===== src/rtl/operand_fetch_stage.sv =====
// Decode/operand-fetch stage: reads two source registers, applies MEM/WB bypass,
// stalls on load-use hazards, and feeds the ID/EX register through a valid/ready handshake.
module operand_fetch_stage #(
    parameter int unsigned DATA_W = 16,
    parameter int unsigned ADDR_W = 4,
    parameter int unsigned PC_W   = 16
) (
    input  logic              clk,
    input  logic              rst,
    input  logic              in_valid,
    input  logic [15:0]       in_instr,
    input  logic [PC_W-1:0]   in_pc,
    output logic              in_ready,
    output logic [ADDR_W-1:0] rf_raddr1,
    output logic [ADDR_W-1:0] rf_raddr2,
    input  logic [DATA_W-1:0] rf_rdata1,
    input  logic [DATA_W-1:0] rf_rdata2,
    input  logic              fw1_en,
    input  logic [ADDR_W-1:0] fw1_reg,
    input  logic [DATA_W-1:0] fw1_data,
    input  logic              fw2_en,
    input  logic [ADDR_W-1:0] fw2_reg,
    input  logic [DATA_W-1:0] fw2_data,
    input  logic              ex_load_valid,
    input  logic [ADDR_W-1:0] ex_load_rd,
    input  logic              flush,
    input  logic              out_ready,
    output logic              out_valid,
    output logic [3:0]        out_op,
    output logic [ADDR_W-1:0] out_rd,
    output logic [DATA_W-1:0] out_a,
    output logic [DATA_W-1:0] out_b,
    output logic [PC_W-1:0]   out_pc,
    output logic [15:0]       stall_count
);

    localparam int unsigned OP_W    = 4;
    localparam int unsigned STALL_W = 16;
    localparam logic [STALL_W-1:0] STALL_MAX = '1;

    logic [OP_W-1:0]   dec_op;
    logic [ADDR_W-1:0] dec_rd;
    logic [ADDR_W-1:0] dec_rs;
    logic [ADDR_W-1:0] dec_rt;
    logic [DATA_W-1:0] opnd_a;
    logic [DATA_W-1:0] opnd_b;
    logic              hazard;
    logic              accept;
    logic              drain;

    // MEM-stage result is younger than WB, so it takes priority on a double match.
    function automatic logic [DATA_W-1:0] resolve(
        input logic [ADDR_W-1:0] src,
        input logic [DATA_W-1:0] rf_data,
        input logic              f1_en,
        input logic [ADDR_W-1:0] f1_reg,
        input logic [DATA_W-1:0] f1_data,
        input logic              f2_en,
        input logic [ADDR_W-1:0] f2_reg,
        input logic [DATA_W-1:0] f2_data
    );
        logic [DATA_W-1:0] res;
        res = rf_data;
        if (f1_en && (f1_reg == src)) begin
            res = f1_data;
        end else if (f2_en && (f2_reg == src)) begin
            res = f2_data;
        end
        return res;
    endfunction

    // Instruction field decode; read addresses follow in_instr regardless of in_valid.
    always_comb begin
        dec_op    = in_instr[15:12];
        dec_rd    = ADDR_W'(in_instr[11:8]);
        dec_rs    = ADDR_W'(in_instr[7:4]);
        dec_rt    = ADDR_W'(in_instr[3:0]);
        rf_raddr1 = dec_rs;
        rf_raddr2 = dec_rt;
    end

    always_comb begin
        opnd_a = resolve(dec_rs, rf_rdata1, fw1_en, fw1_reg, fw1_data,
                         fw2_en, fw2_reg, fw2_data);
        opnd_b = resolve(dec_rt, rf_rdata2, fw1_en, fw1_reg, fw1_data,
                         fw2_en, fw2_reg, fw2_data);
    end

    // Both source fields are compared for every opcode; no stall state is kept.
    always_comb begin
        hazard   = in_valid && ex_load_valid &&
                   ((ex_load_rd == dec_rs) || (ex_load_rd == dec_rt));
        in_ready = !flush && !hazard && (!out_valid || out_ready);
        accept   = in_valid && in_ready;
        drain    = out_valid && out_ready && !accept;
    end

    // ID/EX valid: flush beats accept; drained entries keep their payload.
    always_ff @(posedge clk) begin
        if (rst) begin
            out_valid <= 1'b0;
        end else if (flush) begin
            out_valid <= 1'b0;
        end else if (accept) begin
            out_valid <= 1'b1;
        end else if (drain) begin
            out_valid <= 1'b0;
        end
    end

    always_ff @(posedge clk) begin
        if (rst) begin
            out_op <= '0;
            out_rd <= '0;
            out_a  <= '0;
            out_b  <= '0;
            out_pc <= '0;
        end else if (accept) begin
            out_op <= dec_op;
            out_rd <= dec_rd;
            out_a  <= opnd_a;
            out_b  <= opnd_b;
            out_pc <= in_pc;
        end
    end

    // Hazard cycles are counted even while a flush is in progress.
    always_ff @(posedge clk) begin
        if (rst) begin
            stall_count <= '0;
        end else if (hazard && (stall_count != STALL_MAX)) begin
            stall_count <= stall_count + STALL_W'(1);
        end
    end

endmodule


===== config.mk =====
export PLATFORM = sky130hd
export DESIGN_NAME = operand_fetch_stage
export DESIGN_NICKNAME = d
export VERILOG_FILES = /design/src/rtl/operand_fetch_stage.sv
export SDC_FILE = /design/constraint.sdc
export NUM_CORES = 1
export LEC_CHECK = 0
export ABC_AREA = 0
export BUFFER_PORTS_ARGS = -buffer_cell sky130_fd_sc_hd__buf_2
export CAP_MARGIN = 20
export CORE_MARGIN = 5
export CORE_UTILIZATION = 46
export DETAILED_ROUTE_END_ITERATION = 10
export PLACE_DENSITY = 0.78
export SLEW_MARGIN = 30
export SYNTH_ARGS = -nofsm -noshare
export SYNTH_HDL_FRONTEND = slang
export SYNTH_SLANG_ARGS = --single-unit

===== constraint.sdc =====
create_clock -name clk -period 2 [get_ports clk]
set_input_delay 0.2 -clock clk [delete_from_list [all_inputs] [get_ports clk]]
set_output_delay 0.2 -clock clk [all_outputs]
set_load 0.005 [all_outputs]

* Word level (Yosys, flattened, before mapping)
Cells that the tools add are included.
Word-level totals: register bits 73, input bits 116
Cells by class: add/sub/neg operators 1, equal/unequal tests 7, multiplexer cells 6, reductions and logical operators 20
Operators by type and width (count):
- 2-to-1 mux 16 bit | 4
- == test 4 bit | 6
- adder 16 x 1 -> 16 bit (second input constant) | 1
- inequality test 16 bit (second input constant) | 1
- logical AND 1 bit | 12
- zero test 1 bit | 4
- logical OR 1 bit | 2
- 2-to-1 mux 1 bit | 2
- nonzero test 2 bit | 1
- OR reduction 2 bit | 1

* Longest topological paths before layout
Gate-level depths: netlist of run 1.
word-level depth 11, depth in mapped cells 8, gate-level depth less buffers 6

* Least setup slack after synthesis of run 1
Ideal clock, no wire load.
kind register to register, from register stall_count[0], to register stall_count[9], library setup time 121 ps, arrival 1729 ps, required time 1879 ps, slack 151 ps, stages on the path, launching flop included 8, cells stage by stage dfxtp_1 ha_1 nand3_1 nor2_1 and3b_1 buf_2 nor4_1 mux2_2
Between the ends: word-level cells in the longest chain between the ends 2
RTL lines:
- start: declaration | RTL line 34 | output logic [15:0] stall_count
- start signal: assignment | RTL line 132 | stall_count <= stall_count + STALL_W'(1);
- branches (longest 2 deep; another with adder 16 x 1 -> 16 bit)
Several ways; the timed one is not identified. A chain may end at the register's enable or synchronous reset.

* Worst setup path in the final report of run 1
from register stall_count[8], to register stall_count[6]
Between the ends: word-level cells in the longest chain between the ends 2
RTL lines:
- inequality test 16 bit | RTL line 131 | end else if (hazard && (stall_count != STALL_MAX)) begin
- logical AND 1 bit | RTL line 131
No other way between the ends.

==> results_dict.tcl, run 1 <==
set metrics [dict create \
    grt_pass1_vias 4609 \
    synth_top_area_frac 0.364 \
    cts_setup_buffers 0 \
    synth_edf_count 0 \
    cts.hold.buffers_added 0 \
    routed_wl_um 14600 \
    ir_worst_vdd_mv 0.396 \
    clk_pin_slew_ps 80 \
    start_util 0.467 \
    relSlewSlack 0.680 \
    drtIter0Drc 343 \
    worst_clock_skew_ps 11.0 \
    cp_data_required_time_ps 2230 \
    ant_nets 0 \
    drive_above_1_share 0.360 \
    period_needed_ps 1890 \
    areaGrowthSynthToFinish_pct 33.6 \
    yosys.cell_count.top_type "dfxtp_1" \
    synth_flop_cell "dfxtp_1" \
    place.gp.congestion 0.941 \
    die-area_um2 10700 \
    synth_commonest_cells "dfxtp_1 (73), a21oi_1 (68), nand3_1 (64)" \
    min_path_cells 2 \
    r2r_start "stall_count[8]$_SDFFE_PP0P_" \
    fin_area_um2 5360 \
    grt_pass1_wl_um 22300 \
    hold_ws_ps 88.9 \
    yosysWarnings 0 \
    clock_latency_ps 350 \
    hold_viol 0 \
    final_util 0.624 \
    rrSetupSlack_ps 110 \
    post_drt_via_cell_ratio 6.12 \
    synthesis.area_um2 4010 \
    grt_max_degree 65 \
    core_um2 8590 \
    antenna_found_initial 0 \
    run_status "finished, final reports clean" \
    finish.net_count 810 \
    rows 34 \
    reg2reg_to "stall_count[6]$_SDFFE_PP0P_" \
    cts-root-buf "clkbuf_8" \
    vias 4947 \
    holdCritPathClass "primary input to register" \
    dpl.hpwl_um 10600 \
    port-buffer-count 197 \
    max-cap-violations 0 \
    p_total_mw 3.50 \
    critPathKind "register to register" \
    yosysTopAreaCell "dfxtp_1" \
    globalRouteTotalUtil 0.262 \
    clock_sinks 73 \
    drv_slew 0 \
    synth.avg_cell_area_um2 7.70 \
    rsz0062_at_grt "false" \
    async_flop_share 0 \
    wl_per_cell_um 18.1 \
    synthTopCellsByArea "dfxtp_1 (36%), a21oi_1 (8.5%), nand3_1 (8.0%), o32ai_1 (7.0%), o22ai_1 (5.0%)" \
    fp.dieH_um 103 \
    arrival_ps 2120 \
    dr.pass1.iters 5 \
    min_from "flush" \
    fin_ws_ps 110 \
    cts_made_buffers 9 \
    hold_end "out_valid$_SDFFE_PP0P_" \
    power.leakage_nw 2.26 \
    ys_types 37 \
    ioPinCount 198 \
    cp-end-kind "register" \
    drc 0 \
    p_per_area_nw_per_um2 652 \
    syn_inst 521 \
    worstSetupStartpoint "stall_count[8]$_SDFFE_PP0P_" \
    cts_tree "done" \
    synthesis.nets 638 \
    worst-slew-pin-transition_ps 480 \
    reg2regPathDepth 6 \
    grt_overflow 0 \
    cp_max_fo 5 \
    cts-htree-levels 3 \
    min_period_over_period 0.945 \
    seq_area_frac_synth 0.364 \
    finalSetupViolCount 0 \
    clockBufferDepth 2 \
    ys_ff_latch 73 \
    die_w_um 103 \
    dp_slack_ps -39.7 \
    startpoint_type "register" \
    fmax_ghz 0.529 \
    placed_area_um2 5140 \
    n_fill_cell 786 \
    cts_resized 0 \
]
## kinds of logic (layout without fill, tap and decap cells)
group / Yosys count / after routing / share of synthesized area
AOI/OAI and AO/OA: 169 / 169 / 0.259
xor gates and xnor gates: 24 / 24 / 0.0524
adders and majority gates: 1 / 1 / 0.00312
buffers and inverters: 64 / 241 / 0.0705
DFF: 73 / 73 / 0.364
muxes: 5 / 5 / 0.0140
other: 0 / 2 / 0
and+or+nand+nor: 185 / 185 / 0.237
## registers in the layout, summed over array words and instances, names as in the netlist
| register | flops |
|---|---|
| out_b | 16 |
| out_rd | 4 |
| out_pc | 16 |
| out_op | 4 |
| out_valid | 1 |
| out_a | 16 |
| stall_count | 16 |
## cell usage in the layout, fill, tap and decap left out, types with 7 or more instances in the layout
| master | instances |
|---|---|
| xnor2_1 | 16 |
| nand2_1 | 39 |
| o22ai_1 | 32 |
| o32ai_1 | 32 |
| dfxtp_1 | 73 |
| buf_4 | 19 |
| o21ai_0 | 27 |
| nand4_1 | 7 |
| or4_1 | 8 |
| a21oi_1 | 68 |
| nand3_1 | 63 |
| clkbuf_8 | 9 |
| nor3_1 | 37 |
| buf_2 | 197 |
| xor2_1 | 8 |
| o31ai_1 | 8 |
## through the flow
stage / setup TNS (ps) / cells
floorplan: 0 / 521
global placement: 0 / 790
detailed placement: -175 / 790
CTS: 0 / 806
global route: 0 / 806
finish: 0 / 808
## per-layer routing
layer | GRT usage | wire length, um | vias up
li1 | - | - | 2308
met3 | 0.0550 | 1510 | 35
met5 | 0 | 0 | -
met1 | 0.328 | 5630 | 2316
met2 | 0.438 | 7150 | 288
met4 | 0.107 | 319 | 0
## critical path, cell delays in order (launching register included)
cell	delay, ps
dfxtp_1	360
and4_1	230
and3_1	200
and3b_1	210
buf_4	160
nor4_1	240
mux2_2	370
## final cells by class
cell class / count / area (um2) / area share
Tap cell: 108 / 135 / 0.0252
Sequential cell: 73 / 1460 / 0.273
Antenna cell: 2 / 5.00 / 0.000933
Inverter: 3 / 11.3 / 0.00210
Clock buffer: 11 / 131 / 0.0245
Clock inverter: 5 / 78.8 / 0.0147
Multi-Input combinational cell: 384 / 2290 / 0.427
Timing Repair Buffer: 222 / 1250 / 0.233
## where the power goes
group | switching (mW) | internal, mW | leakage, nW | total [mW]
Clock | 0.564 | 0.705 | 0.108 | 1.27
Sequential | 0.0329 | 1.52 | 0.595 | 1.55
Combinational | 0.382 | 0.296 | 1.56 | 0.679
Total | 0.979 | 2.52 | 2.26 | 3.50
## worst max-delay path by stage
stage,to,slack (ps),cells after the start
CTS,stall_count[6]$_SDFFE_PP0P_,80,7
finish,stall_count[6]$_SDFFE_PP0P_,110,6
detailed placement,stall_count[7]$_SDFFE_PP0P_,-40,7
floorplan,stall_count[9]$_SDFFE_PP0P_,150,7
global route,stall_count[6]$_SDFFE_PP0P_,20,6
global placement,stall_count[4]$_SDFFE_PP0P_,0.7,7
Note: power is estimated with default switching activity, not from simulation.
==> run 2: changes to the inputs <==
--- a/config.mk
+++ b/config.mk
@@ -12,6 +12,7 @@
 export CORE_UTILIZATION = 46
 export DETAILED_ROUTE_END_ITERATION = 10
 export PLACE_DENSITY = 0.78
+export RECOVER_POWER = 25
 export SLEW_MARGIN = 30
 export SYNTH_ARGS = -nofsm -noshare
 export SYNTH_HDL_FRONTEND = slang
==> results_dict.tcl, run 2 (synthesized netlist as in run 1, its figures left out) <==
set metrics [dict create \
    run_status "finished, final reports clean" \
    cts.hold.buffers_added 0 \
    max-cap-violations 0 \
    startpoint_type "register" \
    die_w_um 103 \
    drive_above_1_share 0.317 \
    globalRouteTotalUtil 0.262 \
    ir_worst_vdd_mv 0.395 \
    cts_made_buffers 9 \
    routed_wl_um 14600 \
    grt_pass1_wl_um 22300 \
    clk_pin_slew_ps 80 \
    grt_pass1_vias 4609 \
    rrSetupSlack_ps 110 \
    finish.net_count 810 \
    power.leakage_nw 2.15 \
    min_from "flush" \
    grt_max_degree 65 \
    core_um2 8590 \
    critPathKind "register to register" \
    dp_slack_ps -39.7 \
    cp_data_required_time_ps 2230 \
    dpl.hpwl_um 10600 \
    port-buffer-count 197 \
    worst_clock_skew_ps 10.1 \
    place_inst 790 \
    place.gp.congestion 0.941 \
    hold_end "out_valid$_SDFFE_PP0P_" \
    reg2regPathDepth 6 \
    fin_ws_ps 111 \
    final_cell_mix "buf_2 (167), dfxtp_1 (73), a21oi_1 (68)" \
    holdCritPathClass "primary input to register" \
    ioPinCount 198 \
    cp-end-kind "register" \
    relSlewSlack 0.680 \
    fp.dieH_um 103 \
    drtIter0Drc 343 \
    vias 4952 \
    post_drt_via_cell_ratio 6.13 \
    drc 0 \
    ant_nets 0 \
    cts-htree-levels 3 \
    worst-slew-pin-transition_ps 480 \
    p_per_area_nw_per_um2 656 \
    reg2reg_to "stall_count[6]$_SDFFE_PP0P_" \
    drv_slew 0 \
    cts-root-buf "clkbuf_8" \
    clock_sinks 73 \
    period_needed_ps 1890 \
    areaGrowthSynthToFinish_pct 32.7 \
    clock_latency_ps 350 \
    fin_cells 808 \
    n_fill_cell 806 \
    hold_ws_ps 85.6 \
    cp_max_fo 5 \
    mostFrequentLayoutCell "buf_2" \
    rows 34 \
    grt_overflow 0 \
    finalSetupViolCount 0 \
    dr.pass1.iters 7 \
    fmax_ghz 0.529 \
    min_path_cells 2 \
    antenna_found_initial 0 \
    min_period_over_period 0.945 \
    r2r_start "stall_count[8]$_SDFFE_PP0P_" \
    clockBufferDepth 2 \
    hold_viol 0 \
    die-area_um2 10700 \
    rsz0062_at_grt "false" \
    cts_tree "done" \
    wl_per_cell_um 18.1 \
    arrival_ps 2120 \
    start_util 0.467 \
]
==> run 2: cell count changes in the layout (fill, tap and decap cells not counted) <==
| cell | delta |
|---|---|
| buf_2 | -30 |
| clkbuf_1 | +30 |
==> run 2: per-stage QoR <==
stage | instance area (um2) | setup TNS (ps) | utilization | total power, mW
after floorplan | 4010 | 0 | - | 1.92
after global placement | 5140 | 0 | 0.598 | 2.23
after detailed placement | 5140 | -175 | 0.598 | 2.25
after CTS | 5350 | 0 | 0.623 | 3.51
after global routing | 5320 | 0 | 0.619 | 3.66
final | 5320 | 0 | 0.620 | 3.49
==> run 2: layer usage <==
| metal | share of wire | track usage |
|---|---|---|
| met4 | 0.023 | 0.107 |
| met2 | 0.49 | 0.438 |
| met1 | 0.38 | 0.328 |
| met5 | 0 | 0 |
| met3 | 0.11 | 0.0550 |
==> run 2: timing repair <==
item	in CTS	in global routing
endpoints found under the setup margin	0	2
gates resized for setup	0	1
buffers inserted	0	0
==> run 2: how the worst max path moves through the flow <==
stage	from	end	slack [ps]
4_1_cts	stall_count[1]$_SDFFE_PP0P_	stall_count[6]$_SDFFE_PP0P_	80
6_report	stall_count[8]$_SDFFE_PP0P_	stall_count[6]$_SDFFE_PP0P_	110
3_5_place_dp	in_instr[1]	stall_count[7]$_SDFFE_PP0P_	-40
2_1_floorplan	stall_count[0]$_SDFFE_PP0P_	stall_count[9]$_SDFFE_PP0P_	150
3_3_place_gp	in_instr[1]	stall_count[4]$_SDFFE_PP0P_	0.7
5_1_grt	stall_count[6]$_SDFFE_PP0P_	stall_count[6]$_SDFFE_PP0P_	20
==> run 2: final cells by class <==
type,count,area (um2),share of cell area
multi-input combinational,384,2290,0.430
sequential,73,1460,0.275
timing repair buffer,222,1210,0.227
tap,108,135,0.0254
clock buffer,11,131,0.0247
clock inverter,5,78.8,0.0148
inverter,3,11.3,0.00212
antenna,2,5.00,0.000940
==> run 2: worst max-delay path: stages, from the launching register on <==
cell and delay, ps:
dfxtp_1 360, and4_1 230, and3_1 200, and3b_1 210, buf_4 160, nor4_1 240
mux2_2 370
==> run 2: power by group <==
| group | internal [mW] | switching, mW |
|---|---|---|
| Sequential | 1.52 | 0.0332 |
| Combinational | 0.288 | 0.383 |
| Clock | 0.705 | 0.569 |
| Total | 2.51 | 0.986 |
==> run 3: changes to the inputs <==
--- a/config.mk
+++ b/config.mk
@@ -5,13 +5,15 @@
 export SDC_FILE = /design/constraint.sdc
 export NUM_CORES = 1
 export LEC_CHECK = 0
-export ABC_AREA = 0
+export ABC_AREA = 1
 export BUFFER_PORTS_ARGS = -buffer_cell sky130_fd_sc_hd__buf_2
 export CAP_MARGIN = 20
+export CELL_PAD_IN_SITES_DETAIL_PLACEMENT = 0
+export CELL_PAD_IN_SITES_GLOBAL_PLACEMENT = 2
 export CORE_MARGIN = 5
-export CORE_UTILIZATION = 46
+export CORE_UTILIZATION = 24
 export DETAILED_ROUTE_END_ITERATION = 10
-export PLACE_DENSITY = 0.78
+export PLACE_DENSITY = 0.79
 export RECOVER_POWER = 25
 export SLEW_MARGIN = 30
 export SYNTH_ARGS = -nofsm -noshare
==> results_dict.tcl, run 3 <==
set metrics [dict create \
    ys_types 27 \
    critPathKind "register to register" \
    cts-htree-levels 3 \
    run_status "finished, final reports clean" \
    drive_above_1_share 0.221 \
    cts_tree "done" \
    yosysTopAreaCell "dfxtp_1" \
    synthTopCellsByArea "dfxtp_1 (30%), nand2_1 (20%), nor2_1 (10%), inv_1 (9.8%), nand4_1 (8.3%)" \
    cp_common_cell "nand3_2" \
    place_inst 1276 \
    synth_top_area_frac 0.299 \
    clockBufferDepth 2 \
    post_drt_via_cell_ratio 4.16 \
    n_fill_cell 2332 \
    clock_sinks 73 \
    startpoint_type "register" \
    synth_flop_cell "dfxtp_1" \
    hold_ws_ps 83.5 \
    synth_edf_count 0 \
    grt_pass1_vias 4999 \
    routed_wl_um 17000 \
    ys_ff_latch 73 \
    synth.avg_cell_area_um2 5.87 \
    yosysWarnings 0 \
    drc 0 \
    dpl.hpwl_um 13600 \
    p_total_mw 4.36 \
    ir_worst_vdd_mv 0.386 \
    seq_area_frac_synth 0.299 \
    finalSetupViolCount 0 \
    grt_pass1_wl_um 26800 \
    worst_clock_skew_ps 5.26 \
    syn_inst 832 \
    fmax_ghz 0.615 \
    cp-end-kind "register" \
    relSlewSlack 0.736 \
    port-buffer-count 197 \
    cts_made_buffers 9 \
    ant_nets 0 \
    fin_cells 1294 \
    final_cell_mix "nand2_1 (263), buf_2 (164), nor2_1 (135)" \
    crit_slowest_cell "dfxtp_1" \
    grt.met3_usage 0.0355 \
    cp_num_buf_inv 0 \
    rrSetupSlack_ps 370 \
    globalRouteTotalUtil 0.139 \
    core_um2 20100 \
    cp_max_fo 17 \
    cp_top_family "simple AND/OR/NAND/NOR gates" \
    fp.dieH_um 153 \
    rows 52 \
    drtIter0Drc 236 \
    grtUsageMet2 0.200 \
    clk_pin_slew_ps 60 \
    areaGrowthSynthToFinish_pct 31.9 \
    antenna_found_initial 2 \
    gr-usage-met1 0.206 \
    cp_data_required_time_ps 2260 \
    finish.net_count 1134 \
    start_util 0.243 \
    cts_resized 0 \
    period_needed_ps 1630 \
    vias 5380 \
    min_period_over_period 0.813 \
    critPathMaxStageDelay_ps 370 \
    place.gp.congestion 0.798 \
    ioPinCount 198 \
    rsz0062_at_grt "false" \
    hold_viol 0 \
    synthesis.nets 949 \
    wl_per_cell_um 13.1 \
    arrival_ps 1890 \
    synth_commonest_cells "nand2_1 (263), nor2_1 (135), inv_1 (128)" \
    worst-slew-pin-transition_ps 396 \
    die_w_um 153 \
    async_flop_share 0 \
    clock_latency_ps 340 \
    power.leakage_nw 3.50 \
    cts_setup_buffers 0 \
    grt_overflow 0 \
    p_per_area_nw_per_um2 677 \
    top_usage_layer "met1" \
    crit_chain "ha_1, nand3_1, nor3_1, nand3_2, nand3_2, o21ai_0, a21oi_1" \
    grt_max_degree 46 \
    yosys.cell_count.top_type "nand2_1" \
    drv_slew 0 \
    dr.pass1.iters 5 \
    cts.hold.buffers_added 0 \
    synthesis.area_um2 4880 \
    max-cap-violations 0 \
    cts-root-buf "clkbuf_16" \
    die-area_um2 23300 \
    holdCritPathClass "primary input to register" \
    finalSetupTns_ps 0 \
    final_util 0.320 \
    mostFrequentLayoutCell "nand2_1" \
]
## run 3: changes by cell type after synthesis, sizes merged, moves of 33 or more
cell    before  now
nand2       39  264
nor2         7  141
inv          3  132
nand4        7   65
a21oi       68   19
nor3        37    2
clkbuf      46   13
## run 3: through the flow
step	cell area (um2)	setup WS [ps]
6_report	6440	374
5_1_grt	6440	127
4_1_cts	6480	377
3_5_place_dp	6130	318
3_3_place_gp	6130	323
2_1_floorplan	4880	462
## run 3: report_power, final
part	total (mW)	switching, mW	internal [mW]
Sequential	1.58	0.0425	1.54
Combinational	0.874	0.542	0.332
Clock	1.91	0.672	1.23
## run 3: logic make-up (layout without fill, tap and decap cells)
group           after synthesis  count (layout)  share of synthesized area
buf+inv                     182             372                      0.164
simple gates                534             534                      0.476
compound gates               28              28                     0.0318
other cells                   0               2                          0
flops                        73              73                      0.299
fa+ha+maj                     1               1                    0.00256
xor+xnor                     14              14                     0.0266
## run 3: worst paths after layout
| kind | start | to | cells past startpoint |
|---|---|---|---|
| worst max-delay path | stall_count[1]$_SDFFE_PP0P_ | stall_count[0]$_SDFFE_PP0P_ | 7 |
| worst min-delay path | in_instr[14] | out_op[2]$_SDFFE_PP0P_ | 3 |
| worst max register to register | stall_count[1]$_SDFFE_PP0P_ | stall_count[0]$_SDFFE_PP0P_ | 7 |
| worst min register to register | stall_count[1]$_SDFFE_PP0P_ | stall_count[1]$_SDFFE_PP0P_ | 2 |
## run 3: cell type report
type / count / area (um2) / area share
Multi-Input combinational cell: 577 / 2630 / 0.408
Sequential cell: 73 / 1460 / 0.227
Timing Repair Buffer: 221 / 1150 / 0.179
Inverter: 135 / 507 / 0.0787
Tap cell: 270 / 338 / 0.0524
Clock buffer: 9 / 225 / 0.0350
Clock inverter: 7 / 126 / 0.0196
Antenna cell: 2 / 5.00 / 0.000777
## run 3: worst register-to-register path, cell delays in order (launching register included)
cell and delay [ps]:
dfxtp_1 370, ha_1 190, nand3_1 110, nor3_1 190, nand3_2 120, nand3_2 300
o21ai_0 130, a21oi_1 130
## run 3: routing by layer
metal / part of all wire / wire length [um]
met4: 0.014 / 234
met3: 0.063 / 1080
met2: 0.41 / 6980
met1: 0.51 / 8700
met5: 0.00041 / 7
